<file path="config.mk">
export PLATFORM = sky130hd
export DESIGN_NAME = inst_fetch_flat
export DESIGN_NICKNAME = d
export VERILOG_FILES = /design/src/rtl/inst_fetch_if.sv /design/src/rtl/inst_fetch.sv /design/src/flat_wrapper.sv
export SDC_FILE = /design/constraint.sdc
export NUM_CORES = 1
export LEC_CHECK = 0
export ABC_AREA = 1
export BUFFER_PORTS_ARGS = -buffer_cell sky130_fd_sc_hd__buf_4
export CAP_MARGIN = 25
export CORE_MARGIN = 10
export CORE_UTILIZATION = 45
export CTS_CLUSTER_SIZE = 25
export DETAILED_ROUTE_END_ITERATION = 12
export PLACE_DENSITY_LB_ADDON = 0.1
export SLEW_MARGIN = 25
export SYNTH_ARGS = -nofsm -noshare
export SYNTH_HDL_FRONTEND = slang
export SYNTH_SLANG_ARGS = --single-unit
</file>
<file path="constraint.sdc">
create_clock -name i_clk -period 10.3 [get_ports i_clk]
set_input_delay 1.03 -clock i_clk [delete_from_list [all_inputs] [get_ports i_clk]]
set_output_delay 1.03 -clock i_clk [all_outputs]
set_load 0.05 [all_outputs]
</file>
<file path="src/rtl/inst_fetch_if.sv">
// Read port toward the instruction buffer plus the valid/ready link to the decoder.
// master = fetcher side, slave = buffer/decoder side.
interface inst_fetch_if;
    logic [11:0]  o_inst_raddr;
    logic         o_inst_rd_en;
    logic [127:0] i_inst_rdat;
    logic         i_inst_rdat_vld;
    logic [127:0] o_inst;
    logic [11:0]  o_inst_addr;
    logic         o_inst_vld;
    logic         i_inst_rdy;

    modport master (
        output o_inst_raddr, o_inst_rd_en,
        input  i_inst_rdat, i_inst_rdat_vld,
        output o_inst, o_inst_addr, o_inst_vld,
        input  i_inst_rdy
    );

    modport slave (
        input  o_inst_raddr, o_inst_rd_en,
        output i_inst_rdat, i_inst_rdat_vld,
        input  o_inst, o_inst_addr, o_inst_vld,
        output i_inst_rdy
    );
endinterface

</file>
<file path="src/rtl/inst_fetch.sv">
// Sequential instruction fetcher: issues N buffer reads under a credit limit, absorbs the
// read latency in a small first-word-fall-through FIFO and hands words to the decoder.
module inst_fetch #(
    parameter int RD_LAT     = 1,
    parameter int FIFO_DEPTH = 4
) (
    input  logic        i_clk,
    input  logic        i_rst_n,
    input  logic        i_start,
    input  logic [11:0] i_start_addr,
    input  logic [12:0] i_inst_num,
    input  logic        i_abort,
    output logic        o_busy,
    output logic        o_done,
    inst_fetch_if.master bus
);
    localparam int PW = $clog2(FIFO_DEPTH);
    localparam int CW = PW + 1;

    typedef enum logic [1:0] {S_IDLE, S_FETCH, S_DRAIN, S_FLUSH} state_t;

    state_t        state_q, state_d;
    logic [11:0]   addr_q, addr_d;
    logic [12:0]   remain_q, remain_d;
    logic          zero_done_q, zero_done_d;
    logic [CW-1:0] inflight_q, inflight_d;
    logic [CW-1:0] cnt_q, cnt_d;
    logic [PW-1:0] wr_ptr_q, wr_ptr_d;
    logic [PW-1:0] rd_ptr_q, rd_ptr_d;
    logic [127:0]  data_mem_q [FIFO_DEPTH];
    logic [11:0]   addr_mem_q [FIFO_DEPTH];
    logic [11:0]   shadow_q   [RD_LAT];

    logic          strobe, capture, push, pop, rd_en;
    logic          drain_done, abort_now, in_prog, fifo_vld;
    logic [CW:0]   credit_used;

    // Align the buffer's valid with its data for the REG_OUT build.
    generate
        if (RD_LAT == 1) begin : g_lat1
            assign strobe = bus.i_inst_rdat_vld;
        end else begin : g_latn
            logic [RD_LAT-2:0] vld_pipe_q;
            always_ff @(posedge i_clk) begin
                if (!i_rst_n) begin
                    vld_pipe_q <= '0;
                end else begin
                    vld_pipe_q[0] <= bus.i_inst_rdat_vld;
                    for (int i = 1; i < RD_LAT - 1; i++) vld_pipe_q[i] <= vld_pipe_q[i-1];
                end
            end
            assign strobe = vld_pipe_q[RD_LAT-2];
        end
    endgenerate

    always_ff @(posedge i_clk) begin
        if (!i_rst_n) begin
            for (int i = 0; i < RD_LAT; i++) shadow_q[i] <= '0;
        end else begin
            shadow_q[0] <= addr_q;
            for (int i = 1; i < RD_LAT; i++) shadow_q[i] <= shadow_q[i-1];
        end
    end

    assign in_prog     = (state_q == S_FETCH) || (state_q == S_DRAIN);
    assign abort_now   = in_prog && i_abort;
    assign credit_used = {1'b0, cnt_q} + {1'b0, inflight_q};
    assign rd_en       = (state_q == S_FETCH) && !i_abort && (remain_q != '0)
                         && (credit_used < (CW+1)'(FIFO_DEPTH));
    // Strobes with nothing outstanding are leftovers from before a reset.
    assign capture     = strobe && (inflight_q != '0);
    assign push        = capture && in_prog && !i_abort;
    assign fifo_vld    = (cnt_q != '0);
    assign pop         = fifo_vld && bus.i_inst_rdy;

    always_comb begin
        state_d     = state_q;
        addr_d      = addr_q;
        remain_d    = remain_q;
        zero_done_d = 1'b0;
        drain_done  = 1'b0;
        case (state_q)
            S_IDLE: begin
                if (i_start) begin
                    addr_d   = i_start_addr;
                    remain_d = i_inst_num;
                    if (i_inst_num == '0) zero_done_d = 1'b1;
                    else                  state_d     = S_FETCH;
                end
            end
            S_FETCH: begin
                if (i_abort) begin
                    state_d = S_FLUSH;
                end else if (rd_en) begin
                    addr_d   = addr_q + 12'd1;
                    remain_d = remain_q - 13'd1;
                    if (remain_q == 13'd1) state_d = S_DRAIN;
                end
            end
            S_DRAIN: begin
                if (i_abort) begin
                    state_d = S_FLUSH;
                end else if ((cnt_q == '0) && (inflight_q == '0)) begin
                    drain_done = 1'b1;
                    state_d    = S_IDLE;
                end
            end
            S_FLUSH: begin
                if (inflight_q == '0) state_d = S_IDLE;
            end
            default: state_d = S_IDLE;
        endcase
    end

    always_comb begin
        inflight_d = inflight_q + CW'(rd_en) - CW'(capture);
        wr_ptr_d   = wr_ptr_q;
        rd_ptr_d   = rd_ptr_q;
        cnt_d      = cnt_q;
        if (abort_now) begin
            wr_ptr_d = '0;
            rd_ptr_d = '0;
            cnt_d    = '0;
        end else begin
            if (push) wr_ptr_d = wr_ptr_q + PW'(1);
            if (pop)  rd_ptr_d = rd_ptr_q + PW'(1);
            cnt_d = cnt_q + CW'(push) - CW'(pop);
        end
    end

    always_ff @(posedge i_clk) begin
        if (!i_rst_n) begin
            state_q     <= S_IDLE;
            addr_q      <= '0;
            remain_q    <= '0;
            zero_done_q <= 1'b0;
            inflight_q  <= '0;
            cnt_q       <= '0;
            wr_ptr_q    <= '0;
            rd_ptr_q    <= '0;
        end else begin
            state_q     <= state_d;
            addr_q      <= addr_d;
            remain_q    <= remain_d;
            zero_done_q <= zero_done_d;
            inflight_q  <= inflight_d;
            cnt_q       <= cnt_d;
            wr_ptr_q    <= wr_ptr_d;
            rd_ptr_q    <= rd_ptr_d;
        end
    end

    always_ff @(posedge i_clk) begin
        if (push) begin
            data_mem_q[wr_ptr_q] <= bus.i_inst_rdat;
            addr_mem_q[wr_ptr_q] <= shadow_q[RD_LAT-1];
        end
    end

    assign bus.o_inst_raddr = addr_q;
    assign bus.o_inst_rd_en = rd_en;
    assign bus.o_inst_vld   = fifo_vld;
    assign bus.o_inst       = fifo_vld ? data_mem_q[rd_ptr_q] : '0;
    assign bus.o_inst_addr  = fifo_vld ? addr_mem_q[rd_ptr_q] : '0;
    assign o_busy           = (state_q != S_IDLE);
    assign o_done           = zero_done_q | drain_done;
endmodule

</file>
<file path="src/flat_wrapper.sv">
// flat-port wrapper written by rule: the top's interface ports become plain ports
module inst_fetch_flat 
#(
    parameter int RD_LAT     = 1,
    parameter int FIFO_DEPTH = 4
)
  (i_clk, i_rst_n, i_start, i_start_addr, i_inst_num, i_abort, o_busy, o_done, bus_o_inst_raddr, bus_o_inst_rd_en, bus_i_inst_rdat, bus_i_inst_rdat_vld, bus_o_inst, bus_o_inst_addr, bus_o_inst_vld, bus_i_inst_rdy);
  inst_fetch_if bus_i ();
  input  logic i_clk;
  input  logic i_rst_n;
  input  logic i_start;
  input  logic [11:0] i_start_addr;
  input  logic [12:0] i_inst_num;
  input  logic i_abort;
  output logic o_busy;
  output logic o_done;
  output wire logic [$bits(bus_i.o_inst_raddr)-1:0] bus_o_inst_raddr;
  output wire logic [$bits(bus_i.o_inst_rd_en)-1:0] bus_o_inst_rd_en;
  input wire logic [$bits(bus_i.i_inst_rdat)-1:0] bus_i_inst_rdat;
  input wire logic [$bits(bus_i.i_inst_rdat_vld)-1:0] bus_i_inst_rdat_vld;
  output wire logic [$bits(bus_i.o_inst)-1:0] bus_o_inst;
  output wire logic [$bits(bus_i.o_inst_addr)-1:0] bus_o_inst_addr;
  output wire logic [$bits(bus_i.o_inst_vld)-1:0] bus_o_inst_vld;
  input wire logic [$bits(bus_i.i_inst_rdy)-1:0] bus_i_inst_rdy;
  assign bus_o_inst_raddr = bus_i.o_inst_raddr;
  assign bus_o_inst_rd_en = bus_i.o_inst_rd_en;
  assign bus_i.i_inst_rdat = bus_i_inst_rdat;
  assign bus_i.i_inst_rdat_vld = bus_i_inst_rdat_vld;
  assign bus_o_inst = bus_i.o_inst;
  assign bus_o_inst_addr = bus_i.o_inst_addr;
  assign bus_o_inst_vld = bus_i.o_inst_vld;
  assign bus_i.i_inst_rdy = bus_i_inst_rdy;
  inst_fetch #(.RD_LAT(RD_LAT), .FIFO_DEPTH(FIFO_DEPTH)) u_core (.i_clk(i_clk), .i_rst_n(i_rst_n), .i_start(i_start), .i_start_addr(i_start_addr), .i_inst_num(i_inst_num), .i_abort(i_abort), .o_busy(o_busy), .o_done(o_done), .bus(bus_i));
endmodule
</file>
==> impl_metrics.tcl, run 1 <==
set metrics [dict create \
    htree_levels 3 \
    crit_path_start_kind "register" \
    outcome "finished, final reports clean" \
    crit_fanout 71 \
    die_height_um 253 \
    drt-total-wl_um 62800 \
    ys_types 31 \
    finalCriticalPeriod_ns 4.53 \
    root_buffer "clkbuf_16" \
    antenna_found_initial 11 \
    p_leak_nw 10.9 \
    gp_congestion 0.806 \
    finalNonFillerCells 3125 \
    crit_path_frequent_cell "buf_4" \
    dp.cells 2996 \
    dp_worst_setup_slack_ns 6.04 \
    syn_area_um2 24400 \
    cts_sinks 612 \
    critical_path_class "register to primary output" \
    power_density_nw_per_um2 302 \
    ant_nets 0 \
    r2r_cells 13 \
    routedWlPerCell_um 20.1 \
    synth_commonest_cells "nor2_1 (617), edfxtp_1 (560), o21ai_0 (312), a21oi_1 (165), nand2_1 (127)" \
    hold_start "u_core.rd_ptr_q[1]" \
    finalNetCount 2547 \
    whs_ns 0.467 \
    cts_buffers 66 \
    ys_seq_area_share_pct 73.2 \
    peakVddDrop_mv 0.205 \
    crit_family "buffers and inverters" \
    synth_top_cell_by_area "edfxtp_1" \
    swShare_pct 41.8 \
    io_pins 315 \
    cp.arrival_ns 3.50 \
    start_util_pct 45.4 \
    syn_to_final_growth_pct 21.3 \
    drive_gt1_share_pct 18.2 \
    finalClockSkew_ns 0.0237 \
    reg2reg_slack_ns 6.53 \
    fillCellCount 4493 \
    cts_tree "done" \
    cts_hold_buf 0 \
    drtIter0Drc 1255 \
    cts_buffer_depth 3 \
    critPathMaxStageDelay_ns 0.92 \
    timing.final.ws_setup_ns 5.77 \
    synth_most_common_cell "nor2_1" \
    async_flop_share_pct 0 \
    die_w_um 253 \
    dpl_cell_area_um2 27300 \
    rows 85 \
    yosys_warnings 0 \
    routed_via_density 5.21 \
    hold_class "register to register" \
    ys_ff_latch 612 \
    post-cts-setup-buffers 0 \
    min_path_cells 2 \
    total_power_mw 8.93 \
    crit_chain "inv_4 > buf_4 > nor2_1 > o21ai_0 > a21oi_1 > buf_4" \
    synth_edf_count 560 \
    cts_resized 0 \
    synth_ff_type "edfxtp_1" \
    netlist_top_cells_area "edfxtp_1 (69%), nor2_1 (9.5%), o21ai_0 (6.4%)" \
    grt_pass1_vias 15971 \
    syn_area_per_cell_um2 11.7 \
    grt_pass1_wl_um 95300 \
    postLayoutCellArea_um2 29600 \
    worst-path-buf-inv 3 \
    die_area_um2 63900 \
    pwr-share-comb_pct 40.1 \
    crit_slowest_cell "buf_4" \
    fin_setup_tns_ns 0 \
    maxCapViolCount 0 \
    fin_util_pct 55.1 \
    r2r_end "u_core.inflight_q[2]" \
    slew_viol_final 0 \
    setup_viol 0 \
    rsz0062_at_grt "no" \
    fmax_ghz 0.221 \
    syn-instance-count 2093 \
    place.detailed.hpwl_um 34900 \
    dr.pass1.iters 5 \
    core-area_um2 53700 \
    via_count 16296 \
    grtUsageTotal_pct 19.3 \
    worst_setup_path_end_kind "primary output" \
    p_int_mw 5.20 \
    pwr-share-clk_pct 26.8 \
    post-route-period-util_pct 44.0 \
    overflow 0 \
    tightest_slew_ns 1.02 \
    seq_power_share_pct 33.1 \
    hold_viol_final 0 \
    drc 0 \
    grt_start_max_net_pins 152 \
    port_buffers 314 \
    reg2reg_from "u_core.state_q[1]" \
    cp.required_ns 9.27 \
    synth_fp_nets 2271 \
    max_slew_margin_pct 32.1 \
    clk_pin_slew_ns 0.05 \
    power.switching_mw 3.73 \
    insertion_delay_ns 0.60 \
    synth_top_area_share_pct 68.9 \
]
-- logic make-up after synthesis --
family                   synth area share, %
adder cells (fa/ha/maj)                 1.04
XOR/XNOR                               0.251
AO/OA/AOI/OAI                           10.0
multiplexers                          0.0410
AND/OR/NAND/NOR                         12.5
buffers and inverters                   2.94
flip-flops                              73.2
-- sequential cells by signal, summed over array words and instances, names as in the netlist, named ones only --
signal	count
u_core.data_mem_q	512
u_core.remain_q	13
u_core.rd_ptr_q	2
u_core.inflight_q	3
u_core.state_q	2
u_core.shadow_q	12
u_core.addr_mem_q	48
u_core.bus.o_inst_raddr	12
u_core.wr_ptr_q	2
u_core.zero_done_q	1
u_core.cnt_q	3
-- power groups by stage --
stage          clock network (mW)  registers, mW  logic (mW)
2_1_floorplan                   0           3.04        2.41
3_3_place_gp                    0           3.03        3.56
3_5_place_dp                    0           3.04        3.59
4_1_cts                      2.45           2.98        3.60
5_1_grt                      2.54           2.97        3.86
6_report                     2.39           2.96        3.58
-- layout by cell type, fill, tap and decap left out, drive strengths merged, types with 2 or more instances in the layout --
| cell | instances |
|---|---|
| o21ai | 312 |
| dfxtp | 52 |
| fa | 2 |
| edfxtp | 560 |
| buf | 327 |
| nor2 | 621 |
| nand3 | 29 |
| ha | 17 |
| clkbuf | 88 |
| nor3 | 3 |
| nand4 | 3 |
| xor2 | 3 |
| inv | 63 |
| diode | 7 |
| a21oi | 166 |
| xnor2 | 4 |
| o31ai | 2 |
| clkinv | 23 |
| or2 | 3 |
| bufinv | 8 |
| nand2 | 130 |
-- how the worst max path moves through the flow --
stage,startpoint,end,cells past startpoint
2_1_floorplan,bus_i_inst_rdat_vld,u_core.addr_mem_q[0][0],3
3_3_place_gp,register,bus_o_inst[61],5
3_5_place_dp,register,bus_o_inst[113],5
4_1_cts,register,bus_o_inst[113],5
5_1_grt,register,bus_o_inst[75],6
6_report,register,bus_o_inst[35],6
-- area by class of cell --
cell class	count	area [µm²]	area share, %
clock inverter	33	393	1.33
sequential	612	17900	60.4
multi-input combinational	1300	5850	19.8
antenna	7	17.5	0.0592
timing repair buffer	327	2530	8.56
inverter	62	245	0.829
tap	696	871	2.94
clock buffer	88	1820	6.14
-- worst register-to-register path, cell delays in order, from the launching register on --
cell and delay (ns):
dfxtp_1 0.36, inv_1 0.10, ha_1 0.77, inv_2 0.50
nor2_2 0.24, nand3_1 0.10, nor2_2 0.15, nand2_4 0.10
ha_1 0.28, inv_1 0.04, ha_1 0.19, fa_1 0.42
or2_2 0.31, a21oi_1 0.13
-- layer usage --
layer	up-vias	wire length, µm	part of all wire [%]	global-route usage [%]
li1	7863	-	-	-
met2	386	30600	49	31.4
met3	100	4080	6.5	5.19
met1	7939	26700	43	24.9
met4	8	1340	2.1	5.90
met5	-	61	0.097	0
Note: power is estimated with default switching activity, not from simulation.
==> inputs of run 2 (changes only) <==
==> constraint.sdc (replaced) <==
create_clock -name i_clk -period 4.6 [get_ports i_clk]
set_input_delay 0.46 -clock i_clk [delete_from_list [all_inputs] [get_ports i_clk]]
set_output_delay 0.46 -clock i_clk [all_outputs]
set_load 0.05 [all_outputs]
==> run 2 against run 1 <==
  * Die area is the same
  * Cell count hardly changed
  * Final area shrank 0.24%
  * Sequential power rose by 120%
  * Combinational power increased by 120%
  * Register-to-register slack lost 5.0 ns
  * Hold slack lost 0.43 ns
  * Clock power rose by 110%
  * Sequential share of layout area grew 0.14 points
  * Via count shrank 0.36%
  * Critical path type unchanged
  * Highest routed layer unchanged
==> impl_metrics.tcl, run 2 (synthesized netlist as in run 1, its figures left out) <==
set metrics [dict create \
    crit_fanout 70 \
    p_leak_nw 10.9 \
    grt_pass1_wl_um 93200 \
    dr.pass1.iters 5 \
    maxCapViolCount 0 \
    finalNetCount 2555 \
    htree_levels 2 \
    slew_viol_final 0 \
    drt-total-wl_um 60800 \
    reg2reg_from "u_core.state_q[1]" \
    cts_hold_buf 0 \
    fmax_ghz 0.277 \
    cts_sinks 612 \
    routedWlPerCell_um 19.5 \
    postLayoutCellArea_um2 29500 \
    top_register "u_core.data_mem_q" \
    largest_reg_flops 512 \
    critical_path_class "register to primary output" \
    rows 85 \
    port_buffers 314 \
    total_power_mw 19.6 \
    drive_gt1_share_pct 18.5 \
    clk_pin_slew_ns 0.06 \
    insertion_delay_ns 0.61 \
    io_pins 315 \
    place.detailed.hpwl_um 34800 \
    hold_class "input port to register" \
    gp_congestion 0.835 \
    grtUsageTotal_pct 18.7 \
    power_density_nw_per_um2 663 \
    antenna_found_initial 7 \
    crit_path_start_kind "register" \
    worst_setup_path_end_kind "primary output" \
    core-area_um2 53700 \
    overflow 0 \
    start_util_pct 45.4 \
    grt_pass1_vias 16041 \
    diodes 0 \
    setup_viol 0 \
    die_w_um 253 \
    routed_via_density 5.20 \
    cts_buffers 61 \
    rsz0062_at_grt "no" \
    whs_ns 0.0409 \
    drc 0 \
    post-route-period-util_pct 78.5 \
    hold_start "bus_i_inst_rdat[10]" \
    die_area_um2 63900 \
    max_slew_margin_pct 36.5 \
    ant_nets 0 \
    cts_buffer_depth 3 \
    hold_viol_final 0 \
    finalClockSkew_ns 0.0180 \
    dpl_cell_area_um2 27500 \
    outcome "finished, final reports clean" \
    cts_tree "done" \
    post-cts-setup-buffers 0 \
    finalCriticalPeriod_ns 3.61 \
    final_cell_mix "nor2_1 (613), edfxtp_1 (560), buf_4 (330)" \
    reg_top3 "u_core.data_mem_q (512), u_core.addr_mem_q (48), u_core.remain_q (13)" \
    grt_start_max_net_pins 157 \
    via_count 16238 \
    peakVddDrop_mv 0.522 \
    final_common_cell "nor2_1" \
    die_height_um 253 \
    cp.required_ns 4.14 \
    tightest_slew_ns 0.953 \
    syn_to_final_growth_pct 21.0 \
    drtIter0Drc 1056 \
    cts_resized 0 \
    cp.arrival_ns 3.15 \
    root_buffer "clkbuf_16" \
]
-- run 2: per-layer routing --
layer	track usage (%)	up-vias	routed length, µm
li1	-	7857	-
met1	24.2	7911	26300
met2	31.0	369	29600
met3	4.30	87	3630
met4	5.28	14	1240
met5	0	-	98
-- run 2: layout make-up --
class	count	area [µm²]
clock inverter	30	289
sequential	612	17900
fill	4562	24200
inverter	62	243
timing repair buffer	340	2680
tap	696	871
multi-input combinational	1300	5850
clock buffer	84	1730
-- run 2: worst max-delay path: stages, from the launching register on --
cell	delay [ns]
dfxtp_4	0.79
buf_4	0.72
nor2_1	0.10
nor2_1	0.12
o21ai_0	0.10
a21oi_1	0.35
buf_4	0.28
-- run 2: worst paths after layout --
check	slack (ns)	to	cells after the start
worst max-delay path	0.99	bus_o_inst[101]	6
worst min-delay path	0.04	u_core.data_mem_q[1][10]	1
worst max register to register	1.54	u_core.inflight_q[2]	14
worst min register to register	0.46	register	2
-- run 2: stage by stage --
stage          util, %  setup slack (ns)  setup TNS [ns]  std cells
2_1_floorplan        -            -0.532         -298.20       2093
3_3_place_gp      51.2              1.61               0       3010
3_5_place_dp      51.2              1.55               0       3010
4_1_cts           55.0             0.970               0       3124
5_1_grt           55.0             0.777               0       3124
6_report          55.0             0.988               0       3124
-- run 2: power breakdown --
part           switching, mW  leakage, nW  total, mW  internal, mW
logic                   5.96         4.42       8.00          2.04
registers              0.247         5.48       6.64          6.39
clock network           2.00        0.986       4.93          2.94
total                   8.21         10.9       19.6          11.4
==> inputs of run 3 (changes only) <==
==> constraint.sdc (replaced) <==
create_clock -name i_clk -period 3.7 [get_ports i_clk]
set_input_delay 0.37 -clock i_clk [delete_from_list [all_inputs] [get_ports i_clk]]
set_output_delay 0.37 -clock i_clk [all_outputs]
set_load 0.05 [all_outputs]
==> run 3 against run 2 <==
  * Utilization up 2.6 points
  * Global-route usage rose by 0.63 points
  * Setup slack lost 0.43 ns
  * Largest power group unchanged
  * Critical endpoint is now bus_o_inst[66]
  * Clock skew shrank 0.0016 ns
  * Die area unchanged
  * First-iteration DRC count up 20%
  * Cell count grew 4.4%
==> impl_metrics.tcl, run 3 (synthesized netlist as in run 1, its figures left out) <==
set metrics [dict create \
    rows 85 \
    maxCapViolCount 0 \
    dr.pass1.iters 7 \
    slew_viol_final 0 \
    largest_reg_flops 512 \
    crit_family "buffers and inverters" \
    reg_top3 "u_core.data_mem_q (512), u_core.addr_mem_q (48), u_core.remain_q (13)" \
    port_buffers 314 \
    routedWlPerCell_um 19.3 \
    htree_levels 3 \
    root_buffer "clkbuf_16" \
    cp.required_ns 3.33 \
    grtUsageTotal_pct 19.3 \
    cts_resized 0 \
    final_common_cell "nor2_1" \
    start_util_pct 45.4 \
    hold_viol_final 0 \
    grt_pass1_wl_um 96600 \
    regArea_um2 17900 \
    core-area_um2 53700 \
    die_w_um 253 \
    grt_start_max_net_pins 147 \
    die_area_um2 63900 \
    p_leak_nw 11.5 \
    critical_path_class "register to primary output" \
    hold_class "input port to register" \
    routed_via_density 5.16 \
    grt_pass1_vias 16845 \
    fillCellCount 4444 \
    cts_tree "done" \
    io_pins 315 \
    finalNetCount 2688 \
    overflow 0 \
    power_density_nw_per_um2 799 \
    worst_setup_path_end_kind "primary output" \
    outcome "finished, final reports clean" \
    dp.cells 3008 \
    cp.arrival_ns 2.77 \
    fmax_ghz 0.319 \
    via_count 16841 \
    finalCriticalPeriod_ns 3.14 \
    drt-total-wl_um 62800 \
    whs_ns 0.0618 \
    finalNonFillerCells 3262 \
    insertion_delay_ns 0.60 \
    drtIter0Drc 1272 \
    post-route-period-util_pct 84.9 \
    antenna_found_initial 6 \
    rsz0062_at_grt "no" \
    gp_congestion 0.805 \
    tightest_slew_ns 0.983 \
    crit_fanout 146 \
    drive_gt1_share_pct 17.5 \
    top_register "u_core.data_mem_q" \
    setup_viol 0 \
    syn_to_final_growth_pct 26.8 \
    final_cell_mix "nor2_1 (613), edfxtp_1 (560), buf_4 (322)" \
    peakVddDrop_mv 0.648 \
    crit_slowest_cell "dfxtp_4" \
    clk_pin_slew_ns 0.06 \
    max_slew_margin_pct 34.5 \
    cts_buffer_depth 3 \
    ant_nets 0 \
    post-cts-setup-buffers 0 \
    die_height_um 253 \
    place.detailed.hpwl_um 35100 \
    cts_buffers 67 \
    cts_sinks 612 \
    drc 0 \
    worst-path-buf-inv 2 \
    crit_chain "buf_12 > nor2_1 > nor2_1 > o21ai_0 > a21oi_1 > buf_4" \
    finalClockSkew_ns 0.0163 \
    critPathMaxStageDelay_ns 0.58 \
    multi_input_comb_area_um2 5850 \
    crit_path_frequent_cell "nor2_1" \
    crit_path_start_kind "register" \
]
-- run 3: cell count changes in the layout (fill, tap and decap cells not counted), moves of 2 or more --
| cell | change |
|---|---|
| buf_4 | -8 |
| clkinv_1 | +2 |
| clkbuf_8 | -5 |
| clkinvlp_4 | +2 |
| diode_2 | +4 |
| dlygate4sd3_1 | +129 |
| clkbuf_1 | +2 |
| clkbuf_16 | +6 |
| inv_6 | +3 |
| buf_12 | +6 |
| bufinv_16 | -4 |
-- run 3: layout make-up --
type / count / share of cell area, %
well taps: 696 / 2.82
inverters: 62 / 0.785
diodes: 4 / 0.0324
clock inverters: 34 / 0.781
clock buffers: 87 / 5.87
repair buffers: 467 / 13.0
flip-flops and latches: 612 / 57.8
multi-input cells: 1300 / 18.9
-- run 3: worst paths after layout --
kind	start	to	slack [ns]	cells past startpoint
max	register	bus_o_inst[66]	0.56	6
min	i_start_addr[9]	u_core.bus.o_inst_raddr[9]	0.06	3
max reg2reg	u_core.state_q[1]	u_core.inflight_q[2]	0.96	14
min reg2reg	u_core.rd_ptr_q[1]	register	0.45	2
-- run 3: metrics by stage --
stage	worst slack [ns]	utilization [%]	cell area (µm²)	setup TNS (ns)	total power, mW
CTS	0.490	57.6	30900	0	25.0
global route	0.371	57.6	30900	0	25.9
finish	0.560	57.6	30900	0	24.7
floorplan	-1.43	-	24400	-802.20	15.2
detailed placement	0.945	51.3	27600	0	18.6
global placement	0.981	51.3	27600	0	18.5
-- run 3: worst register-to-register path, cell delays in order (launching register included) --
cell,delay (ns)
dfxtp_1,0.35
inv_1,0.09
ha_1,0.14
buf_4,0.27
inv_2,0.07
nor2_2,0.10
nand3_1,0.09
nor2_2,0.14
nand2_4,0.09
ha_1,0.28
inv_1,0.04
ha_1,0.19
fa_1,0.40
or2_2,0.30
a21oi_1,0.13
-- run 3: repair_timing --
| item | 4_1_cts | 5_1_grt |
|---|---|---|
| endpoints found under the hold margin | 513 | 0 |
| hold buffers | 129 | 0 |
| endpoints found under the setup margin | 0 | 0 |
-- run 3: where the power goes --
group / internal [mW] / switching, mW
Clock: 3.61 / 2.64
Combinational: 2.68 / 7.55
Sequential: 7.95 / 0.267
-- run 3: per-layer routing --
metal,GRT usage (%),up-vias,wire [µm],part of all wire [%]
met5,0,-,21,0.033
met4,5.25,4,1280,2.0
li1,-,8135,-,-
met1,25.2,8175,27400,44
met2,32.0,437,30400,48
met3,4.23,90,3700,5.9
